`src/rtl/mem_stage_pkg.sv`:
```
// Shared opcodes, FSM state encoding and opcode classification helpers for mem_stage.
package mem_stage_pkg;

    localparam logic [5:0] NOP = 6'h00;
    localparam logic [5:0] LW  = 6'h23;
    localparam logic [5:0] LH  = 6'h21;
    localparam logic [5:0] LD  = 6'h37;
    localparam logic [5:0] SW  = 6'h2B;
    localparam logic [5:0] SH  = 6'h29;
    localparam logic [5:0] SD  = 6'h3F;

    typedef enum logic [1:0] {
        MEM_IDLE,
        MEM_ACCESS,
        MEM_ACCESS2
    } mem_state_e;

    function automatic logic is_load(input logic [5:0] op);
        return (op == LW) || (op == LH) || (op == LD);
    endfunction

    function automatic logic is_store(input logic [5:0] op);
        return (op == SW) || (op == SH) || (op == SD);
    endfunction

    function automatic logic is_mem_op(input logic [5:0] op);
        return is_load(op) || is_store(op);
    endfunction

    function automatic logic is_double(input logic [5:0] op);
        return (op == LD) || (op == SD);
    endfunction

    function automatic logic misaligned(input logic [5:0] op, input logic [2:0] a);
        logic m;
        m = 1'b0;
        case (op)
            LW, SW:  m = (a[1:0] != 2'b00);
            LH, SH:  m = a[0];
            LD, SD:  m = (a != 3'b000);
            default: m = 1'b0;
        endcase
        return m;
    endfunction

endpackage

```
`src/rtl/mem_stage_if.sv`:
```
// Ready/ack data-memory port between mem_stage (master) and the data memory (slave).
interface mem_stage_if #(
    parameter int WIDTH = 32
) ();
    logic             mem_req;
    logic             mem_we;
    logic [WIDTH-1:0] mem_addr;
    logic [3:0]       mem_be;
    logic [WIDTH-1:0] mem_wdata;
    logic [WIDTH-1:0] mem_rdata;
    logic             mem_ack;

    modport master (
        output mem_req, mem_we, mem_addr, mem_be, mem_wdata,
        input  mem_rdata, mem_ack
    );

    modport slave (
        input  mem_req, mem_we, mem_addr, mem_be, mem_wdata,
        output mem_rdata, mem_ack
    );
endinterface

```
`src/rtl/mem_lane_align.sv`:
```
// Byte-enable generation, halfword store replication and load extraction/sign-extension.
module mem_lane_align
    import mem_stage_pkg::*;
#(
    parameter int WIDTH = 32
) (
    input  logic [5:0]       op_i,
    input  logic             addr_hw_i,
    input  logic [WIDTH-1:0] st_data_i,
    input  logic [WIDTH-1:0] rdata_i,
    output logic [3:0]       be_o,
    output logic [WIDTH-1:0] wdata_o,
    output logic [WIDTH-1:0] ld_data_o
);
    logic [15:0] half;

    always_comb begin
        half      = addr_hw_i ? rdata_i[WIDTH-1:WIDTH-16] : rdata_i[15:0];
        be_o      = 4'b1111;
        wdata_o   = st_data_i;
        ld_data_o = rdata_i;
        if (op_i == LH || op_i == SH) begin
            be_o = addr_hw_i ? 4'b1100 : 4'b0011;
        end
        if (op_i == SH) begin
            wdata_o = {(WIDTH/16){st_data_i[15:0]}};
        end
        if (op_i == LH) begin
            ld_data_o = {{(WIDTH-16){half[15]}}, half};
        end
    end
endmodule

```
`src/rtl/mem_stage.sv`:
```
// Pipeline memory-access stage: LW/LH/LD/SW/SH/SD over a ready/ack port, stalling upstream while busy.
// Optional MEM_ALIGN_CHECK_EN: misaligned ops pass through without a request and pulse MisalignErr.
module mem_stage
    import mem_stage_pkg::*;
#(
    parameter int WIDTH = 32
) (
    input  logic             clk,
    input  logic             rst,
    input  logic [WIDTH-1:0] IR_in,
    input  logic [WIDTH-3:0] PC_in,
    input  logic [WIDTH-1:0] Z_in,
    input  logic [WIDTH-1:0] B,
    output logic [WIDTH-1:0] IR_out,
    output logic [WIDTH-3:0] PC_out,
    output logic [WIDTH-1:0] Z_out,
    output logic [WIDTH-1:0] LMD,
    output logic [WIDTH-1:0] LMD_hi,
    output logic             IsStall,
    mem_stage_if.master      mem
`ifdef MEM_ALIGN_CHECK_EN
    ,
    output logic             MisalignErr
`endif
);
    localparam logic [WIDTH-1:0] NOP_WORD = {NOP, {(WIDTH-6){1'b0}}};

    mem_state_e       state_q, state_d;
    logic [WIDTH-1:0] ir_q;
    logic [WIDTH-3:0] pc_q;
    logic [WIDTH-1:0] z_q;

    logic [5:0]       op_in, op_q, lane_op;
    logic             lane_hw;
    logic [3:0]       lane_be;
    logic [WIDTH-1:0] lane_wdata, lane_ld;
    logic             misalign_in, start, ack;

    assign op_in = IR_in[WIDTH-1:WIDTH-6];
    assign op_q  = ir_q[WIDTH-1:WIDTH-6];
`ifdef MEM_ALIGN_CHECK_EN
    assign misalign_in = misaligned(op_in, Z_in[2:0]);
`else
    assign misalign_in = 1'b0;
`endif
    assign start = (state_q == MEM_IDLE) && is_mem_op(op_in) && !misalign_in;
    assign ack   = mem.mem_req && mem.mem_ack;

    // One aligner serves both phases: incoming op at capture, held op while accessing.
    assign lane_op = (state_q == MEM_IDLE) ? op_in : op_q;
    assign lane_hw = (state_q == MEM_IDLE) ? Z_in[1] : z_q[1];

    mem_lane_align #(.WIDTH(WIDTH)) u_lane (
        .op_i      (lane_op),
        .addr_hw_i (lane_hw),
        .st_data_i (B),
        .rdata_i   (mem.mem_rdata),
        .be_o      (lane_be),
        .wdata_o   (lane_wdata),
        .ld_data_o (lane_ld)
    );

    always_ff @(posedge clk) begin
        if (rst) state_q <= MEM_IDLE;
        else     state_q <= state_d;
    end

    always_comb begin
        state_d = state_q;
        case (state_q)
            MEM_IDLE:    if (start) state_d = MEM_ACCESS;
            MEM_ACCESS:  if (ack)   state_d = is_double(op_q) ? MEM_ACCESS2 : MEM_IDLE;
            MEM_ACCESS2: if (ack)   state_d = MEM_IDLE;
            default:                state_d = MEM_IDLE;
        endcase
    end

    always_comb begin
        IsStall = (state_q != MEM_IDLE);
    end

    always_ff @(posedge clk) begin
        if (rst) begin
            IR_out        <= NOP_WORD;
            PC_out        <= '0;
            Z_out         <= '0;
            LMD           <= '0;
            LMD_hi        <= '0;
            ir_q          <= '0;
            pc_q          <= '0;
            z_q           <= '0;
            mem.mem_req   <= 1'b0;
            mem.mem_we    <= 1'b0;
            mem.mem_addr  <= '0;
            mem.mem_be    <= '0;
            mem.mem_wdata <= '0;
`ifdef MEM_ALIGN_CHECK_EN
            MisalignErr   <= 1'b0;
`endif
        end else begin
`ifdef MEM_ALIGN_CHECK_EN
            MisalignErr <= 1'b0;
`endif
            case (state_q)
                MEM_IDLE: begin
                    LMD    <= '0;
                    LMD_hi <= '0;
                    if (start) begin
                        ir_q          <= IR_in;
                        pc_q          <= PC_in;
                        z_q           <= Z_in;
                        IR_out        <= NOP_WORD;
                        mem.mem_req   <= 1'b1;
                        mem.mem_we    <= is_store(op_in);
                        mem.mem_addr  <= {Z_in[WIDTH-1:2], 2'b00};
                        mem.mem_be    <= lane_be;
                        mem.mem_wdata <= lane_wdata;
                    end else begin
                        IR_out <= IR_in;
                        PC_out <= PC_in;
                        Z_out  <= Z_in;
`ifdef MEM_ALIGN_CHECK_EN
                        MisalignErr <= misalign_in;
`endif
                    end
                end
                MEM_ACCESS: begin
                    if (ack) begin
                        if (is_load(op_q)) LMD <= lane_ld;
                        if (is_double(op_q)) begin
                            mem.mem_addr <= mem.mem_addr + WIDTH'(4);
                        end else begin
                            mem.mem_req <= 1'b0;
                            mem.mem_we  <= 1'b0;
                            IR_out      <= ir_q;
                            PC_out      <= pc_q;
                            Z_out       <= z_q;
                        end
                    end
                end
                MEM_ACCESS2: begin
                    if (ack) begin
                        if (op_q == LD) LMD_hi <= mem.mem_rdata;
                        mem.mem_req <= 1'b0;
                        mem.mem_we  <= 1'b0;
                        IR_out      <= ir_q;
                        PC_out      <= pc_q;
                        Z_out       <= z_q;
                    end
                end
                default: ;
            endcase
        end
    end
endmodule

```
`src/flat_wrapper.sv`:
```
// flat-port wrapper written by rule: the top's interface ports become plain ports
module mem_stage_flat import mem_stage_pkg::*;
#(
    parameter int WIDTH = 32
)
  (clk, rst, IR_in, PC_in, Z_in, B, IR_out, PC_out, Z_out, LMD, LMD_hi, IsStall, mem_mem_req, mem_mem_we, mem_mem_addr, mem_mem_be, mem_mem_wdata, mem_mem_rdata, mem_mem_ack);
  mem_stage_if #(.WIDTH(WIDTH)) mem_i ();
  input  logic clk;
  input  logic rst;
  input  logic [WIDTH-1:0] IR_in;
  input  logic [WIDTH-3:0] PC_in;
  input  logic [WIDTH-1:0] Z_in;
  input  logic [WIDTH-1:0] B;
  output logic [WIDTH-1:0] IR_out;
  output logic [WIDTH-3:0] PC_out;
  output logic [WIDTH-1:0] Z_out;
  output logic [WIDTH-1:0] LMD;
  output logic [WIDTH-1:0] LMD_hi;
  output logic IsStall;
  output wire logic [$bits(mem_i.mem_req)-1:0] mem_mem_req;
  output wire logic [$bits(mem_i.mem_we)-1:0] mem_mem_we;
  output wire logic [$bits(mem_i.mem_addr)-1:0] mem_mem_addr;
  output wire logic [$bits(mem_i.mem_be)-1:0] mem_mem_be;
  output wire logic [$bits(mem_i.mem_wdata)-1:0] mem_mem_wdata;
  input wire logic [$bits(mem_i.mem_rdata)-1:0] mem_mem_rdata;
  input wire logic [$bits(mem_i.mem_ack)-1:0] mem_mem_ack;
  assign mem_mem_req = mem_i.mem_req;
  assign mem_mem_we = mem_i.mem_we;
  assign mem_mem_addr = mem_i.mem_addr;
  assign mem_mem_be = mem_i.mem_be;
  assign mem_mem_wdata = mem_i.mem_wdata;
  assign mem_i.mem_rdata = mem_mem_rdata;
  assign mem_i.mem_ack = mem_mem_ack;
  mem_stage #(.WIDTH(WIDTH)) u_core (.clk(clk), .rst(rst), .IR_in(IR_in), .PC_in(PC_in), .Z_in(Z_in), .B(B), .IR_out(IR_out), .PC_out(PC_out), .Z_out(Z_out), .LMD(LMD), .LMD_hi(LMD_hi), .IsStall(IsStall), .mem(mem_i));
endmodule
```
`config.mk`:
```
export PLATFORM = sky130hd
export DESIGN_NAME = mem_stage_flat
export DESIGN_NICKNAME = d
export VERILOG_FILES = /design/src/rtl/mem_stage_pkg.sv /design/src/rtl/mem_stage_if.sv /design/src/rtl/mem_lane_align.sv /design/src/rtl/mem_stage.sv /design/src/flat_wrapper.sv
export SDC_FILE = /design/constraint.sdc
export NUM_CORES = 1
export LEC_CHECK = 0
export CORE_ASPECT_RATIO = 1.5
export CORE_MARGIN = 4
export CORE_UTILIZATION = 51
export DETAILED_ROUTE_END_ITERATION = 10
export PLACE_DENSITY = 0.86
export SLEW_MARGIN = 30
export SYNTH_ARGS = -nofsm -noshare
export SYNTH_HDL_FRONTEND = slang
export SYNTH_SLANG_ARGS = --single-unit
export TNS_END_PERCENT = 50
```
`constraint.sdc`:
```
create_clock -name clk -period 3.58 [get_ports clk]
set_input_delay 0.358 -clock clk [delete_from_list [all_inputs] [get_ports clk]]
set_output_delay 0.358 -clock clk [all_outputs]
set_load 0.05 [all_outputs]
```
# [After elaboration in Yosys (flattened, before gate mapping)]
# Cells that the tools add are included.
[classes] n_addsub=1 eq_ne=22 n_mux=44 reduce_logical=24
[ops] operator="$mux 32" count=17
[ops] operator="$pmux 32 s2" count=3
[ops] operator="$pmux 32 s3" count=2
[ops] operator="$mux 30" count=4
[ops] operator="$pmux 30 s3" count=1
[ops] operator="$eq 6x6->1 const B" count=12
[ops] operator="$add 32x3->32 const B" count=1
[ops] operator="$mux 16" count=1
[ops] operator="$ne 2x1->1 const B" count=6
[ops] operator="$reduce_and 5->1" count=2
[ops] operator="$logic_or 1x1->1" count=9
[ops] operator="$reduce_and 3->1" count=3
[ops] operator="$mux 2" count=4
[ops] operator="$mux 4" count=2
[ops] operator="$reduce_and 4->1" count=2
[ops] operator="$mux 1" count=6
[ops] operator="$mux 6" count=1
[ops] operator="$pmux 1 s3" count=2
[ops] operator="$pmux 2 s3" count=1
[ops] operator="$reduce_bool 2->1" count=3
[ops] operator="$ne 2x2->1 const B" count=2
[ops] operator="$reduce_bool 3->1" count=1
[ops] operator="$eq 2x1->1 const B" count=1
[ops] operator="$eq 2x2->1 const B" count=1
[ops] operator="other kinds (3)" count=4
[word_totals] register_bits=324 out_inout_bits=229 wordCells=105

# [Longest topological paths before layout]
[depth] word_depth=7 ltp_mapped=10

# [Cells and area by module]
# From an unflattened synthesis, not the netlist that was laid out.
[hier_totals] cells_unflattened=1663 area_unflattened_um2=14099.8
[by_module_without_submodules] module="mem_stage" instances=1 cells_per_inst=1563 area_each_um2=13217.7 seq_area_each_um2=6446.2
[by_module_without_submodules] module="mem_lane_align" instances=1 cells_per_inst=100 area_each_um2=882.1 seq_area_each_um2=0.0

# [Worst setup path after synthesis]
# Ideal clock, no wire load.
[synth_timing] path_type="register to register" startpoint="reg u_core.state_q[0]" endpoint="reg u_core.LMD[21]" setup_time_ns=0.074 arrival_time_ns=2.244 required_ns=3.506 slack_ns=1.262 path_stages_with_launch=11 n_path_buf=3 synth_period_minus_slack_ns=2.318 path_cell_list="dfxtp_1 > inv_1 > ha_1 > buf_2 > inv_1 > nor4b_1 > or2_2 > buf_4 > a21o_1 > clkbuf_2 > o21ai_0"
[synth_via] elab_chain_cells=7
[synth_lines] element="start, declared" line="mem_stage.sv:28" text="mem_state_e state_q, state_d;"
[synth_lines] element="start signal, assigned" line="mem_stage.sv:65" text="else state_q <= state_d;"
[synth_lines] element="$logic_not 2->1" line="mem_stage.sv:50, mem_stage.sv:51, mem_stage.sv:104"
[synth_lines] element="$mux 6 / $mux 1 (equally long branches)" line="mem_stage.sv:50, mem_stage.sv:51"
[synth_lines] element="$eq 6x6->1 / $mux 16 (equally long branches)" line="mem_lane_align.sv:28, mem_lane_align.sv:18"
[synth_lines] element="$mux 32" line="mem_lane_align.sv:28" text="if (op_i == LH) begin"
[synth_lines] element="$mux 32" line="mem_stage.sv:129" text="if (is_load(op_q)) LMD <= lane_ld;"
[synth_lines] element="$mux 32" line="mem_stage.sv:128" text="if (ack) begin"
[synth_lines] element="$pmux 32 s2" line="mem_stage.sv:104" text="case (state_q)"
[synth_lines] element="end signal, assigned" line="mem_stage.sv:129"
[synth_lines] element="end, declared" line="mem_stage.sv:17" text="output logic [WIDTH-1:0] LMD,"
# Parallel ways exist; a longest one is shown, timed or not. The select of a mux whose other input is x is not followed.
# A chain may end at the register's enable or synchronous reset.

# [Final worst setup path]
[layout_timing] startpoint="reg u_core.state_q[0]" endpoint="reg u_core.LMD[20]"
# Same word-level chain as after synthesis.

==> reports/summary.txt <==
Synth warnings - 0
Gr usage total - 0.281
Port Buffer Count - 387
Count leader, synth - dfxtp_1
Seq. cell area - 6410 sq um
Via density - 5.78
Most frequent cells after synthesis - dfxtp_1, nand2_1, nor2_1
DRC Markers - 0
Synth area leaders - dfxtp_1, nand2_1, mux2i_1, a21oi_1, nor2_1
Synth Area per Inst - 8.44 sq um
Overflow after GRT - 0
FF+latch count, synth - 320
Clk pin slew, worst setup/hold paths - 0.07 ns
IO Count - 390
Vias - 12795
Final setup TNS - 0 ns
P&R area growth vs syn - 39.3%
Unrepaired setup endpoints after global routing - no
Status - complete, no violations
Antenna violations before repair - 5
Row count - 71
Hold_buf cts - 0
Cell variety after synth - 58
Die W - 139 um
Clock Path Buffers - 3
Final Slew Violations - 0
Ys flop type - dfxtp_1
First-pass GRT wire length - 66100 um
Min cycle time layout - 2.84 ns
EDFF count, synth - 0
Largest net degree at the start of global routing - 218
Cell count after synthesis - 1545
Crit-path slowest cell - nor4b_1
Pwr per Cell Area - 483 nW/um^2
DIE HEIGHT - 204 um
Placer Congestion - 0.936
Post-synthesis sequential area ratio - 0.491
Total clock sinks - 320
# fillers - 1822
Worst Reg-to-Reg Cells - 7
Post-layout nets - 2024
Vias in the first global route - 12521
Fin. Hold Viols - 0
Share of layout cells above drive strength 1 - 0.0468
Core outline area - 25100 sq um
Synth Cell Area - 13000 sq um
Most used cell, CP - nor4b_1
CTS root buffer - clkbuf_16
Postcts setup bufs - 0
Finished layout cell area - 18200 sq um
Slew HR - 0.316
Drt pass-1 iters - 5
TritonCTS buffer count - 30
Startpoint Class - flip-flop
Crit share post-route - 0.793
Async set-reset flop share out of synthesis - 0
Slowest stage delay, CP - 0.76 ns
Worst path arrival time - 3.25 ns
WP data required - 3.99 ns
Worst skew pair latency - 0.55 ns
Top cell type's share of synthesized area - 0.491
Fmax - 0.352 GHz
Dpl hpwl - 28500 um
Max FO, Critical Path - 17
H-tree depth - 1
Placed cell area - 17100 sq um
Hold Path Cell Cnt - 2
Antenna-violating nets left - 0
Class of the most critical setup path - flip-flop to flip-flop
DRT Wirelength - 42200 um
Area leader, netlist - dfxtp_1
Initial Utilization - 0.519
Skew final - 0.00830 ns
Cell breakdown of the critical path - inv_1, ha_4, nor4b_1, nor4b_1, or2_2, a21o_1, o21ai_0
Die area - 28300 sq um
Initial drt markers - 863
Worst setup EP type - flip-flop
WL/cell - 19.1 um
Maximum VDD drop - 0.442 mV
Worst hold-check path type - primary input to flip-flop
Leakage - 6.38 nW
Max-Cap Viols - 0
Final setup violation count - 0
Multi-input logic area - 6120 sq um
CTS resizes - 0
CTS tree - yes
Worst slew pin tran - 1.03 ns
power breakdown:
part | switching (W) | internal (W) | total, W
clock network | 0.00137 | 0.00208 | 0.00345
registers | 0.000105 | 0.00372 | 0.00383
logic | 0.000947 | 0.000563 | 0.00151
critical path: cells and delay by family, from the launching register on:
family,cells,cell delay [ns]
buffers and inverters,1,0.12
AOI/OAI and AO/OA,2,0.59
and+or+nand+nor,3,1.39
DFF,1,0.34
adders and majority gates,1,0.25
registers in the layout, summed over array words and instances (netlist names):
signal,count
u_core.Z_out,32
u_core.mem.mem_we,1
u_core.IR_out,32
u_core.mem.mem_req,1
u_core.ir_q,32
u_core.pc_q,30
u_core.mem.mem_addr,30
u_core.z_q,32
u_core.mem.mem_be,2
u_core.LMD_hi,32
u_core.mem.mem_wdata,32
u_core.LMD,32
u_core.state_q,2
u_core.PC_out,30
metrics by stage:
step	util	hold WS [ns]	setup slack (ns)	cells	total power [W]
5_1_grt	0.723	0.105	0.537	2212	0.00908
3_5_place_dp	0.680	0.441	0.761	2154	0.00541
4_1_cts	0.722	0.0897	0.805	2207	0.00883
6_report	0.723	0.108	0.741	2212	0.00879
2_1_floorplan	-	0.436	1.26	1546	0.00479
3_3_place_gp	0.680	0.434	0.797	2154	0.00539
worst paths after layout:
path / start / end / slack (ns)
hold / removal: rst / u_core.state_q[1] / 0.11
setup reg to reg: u_core.state_q[0] / u_core.LMD[20] / 0.74
setup / recovery: u_core.state_q[0] / u_core.LMD[20] / 0.74
hold reg to reg: u_core.LMD[24] / u_core.LMD[24] / 0.45
layout by cell type, fill, tap and decap left out, types with 3 or more instances in the layout:
cell | synthesis | final
clkbuf_16 | 0 | 31
a21o_1 | 4 | 4
nand2_1 | 282 | 281
a221oi_1 | 34 | 34
and2_1 | 3 | 3
nor3_1 | 9 | 9
clkbuf_8 | 0 | 7
o32ai_1 | 9 | 9
nand4_1 | 14 | 14
a22oi_1 | 32 | 32
a2bb2oi_1 | 4 | 4
a41oi_1 | 4 | 4
a21oi_1 | 156 | 155
ha_1 | 5 | 3
nor4_1 | 4 | 4
nand3_1 | 18 | 18
a31oi_1 | 5 | 5
buf_12 | 0 | 4
o221a_2 | 3 | 3
diode_2 | 0 | 5
and3_1 | 5 | 5
nor2_1 | 171 | 170
nor2b_1 | 8 | 8
inv_1 | 15 | 14
clkdlybuf4s50_1 | 0 | 386
bufinv_16 | 0 | 5
buf_4 | 5 | 18
mux2i_1 | 98 | 98
clkbuf_1 | 95 | 6
dfxtp_1 | 320 | 320
o21ai_0 | 98 | 98
a211oi_1 | 71 | 71
o22ai_1 | 7 | 7
routing by layer:
| layer | share of wire | global-route usage | vias up |
|---|---|---|---|
| met3 | 0.073 | 0.0676 | 140 |
| met2 | 0.50 | 0.495 | 529 |
| met1 | 0.37 | 0.316 | 6055 |
| met4 | 0.059 | 0.147 | 0 |
| met5 | 0 | 0 | - |
| li1 | - | - | 6071 |
cell families after synthesis:
kind of cell	count (synthesis)	share of synthesized area
fa+ha+maj	5	0.00480
other cells	1	0.000287
mux	98	0.0752
compound gates	445	0.214
simple gates	531	0.168
buf+inv	145	0.0464
flops	320	0.491
area by class of cell:
class	count	share of cell area
clock inverter	9	0.00971
antenna	5	0.000688
inverter	16	0.00330
timing repair buffer	409	0.225
sequential	320	0.352
clock buffer	44	0.0492
multi-input combinational	1081	0.337
tap	328	0.0226
(Power assumes the default switching activity.)
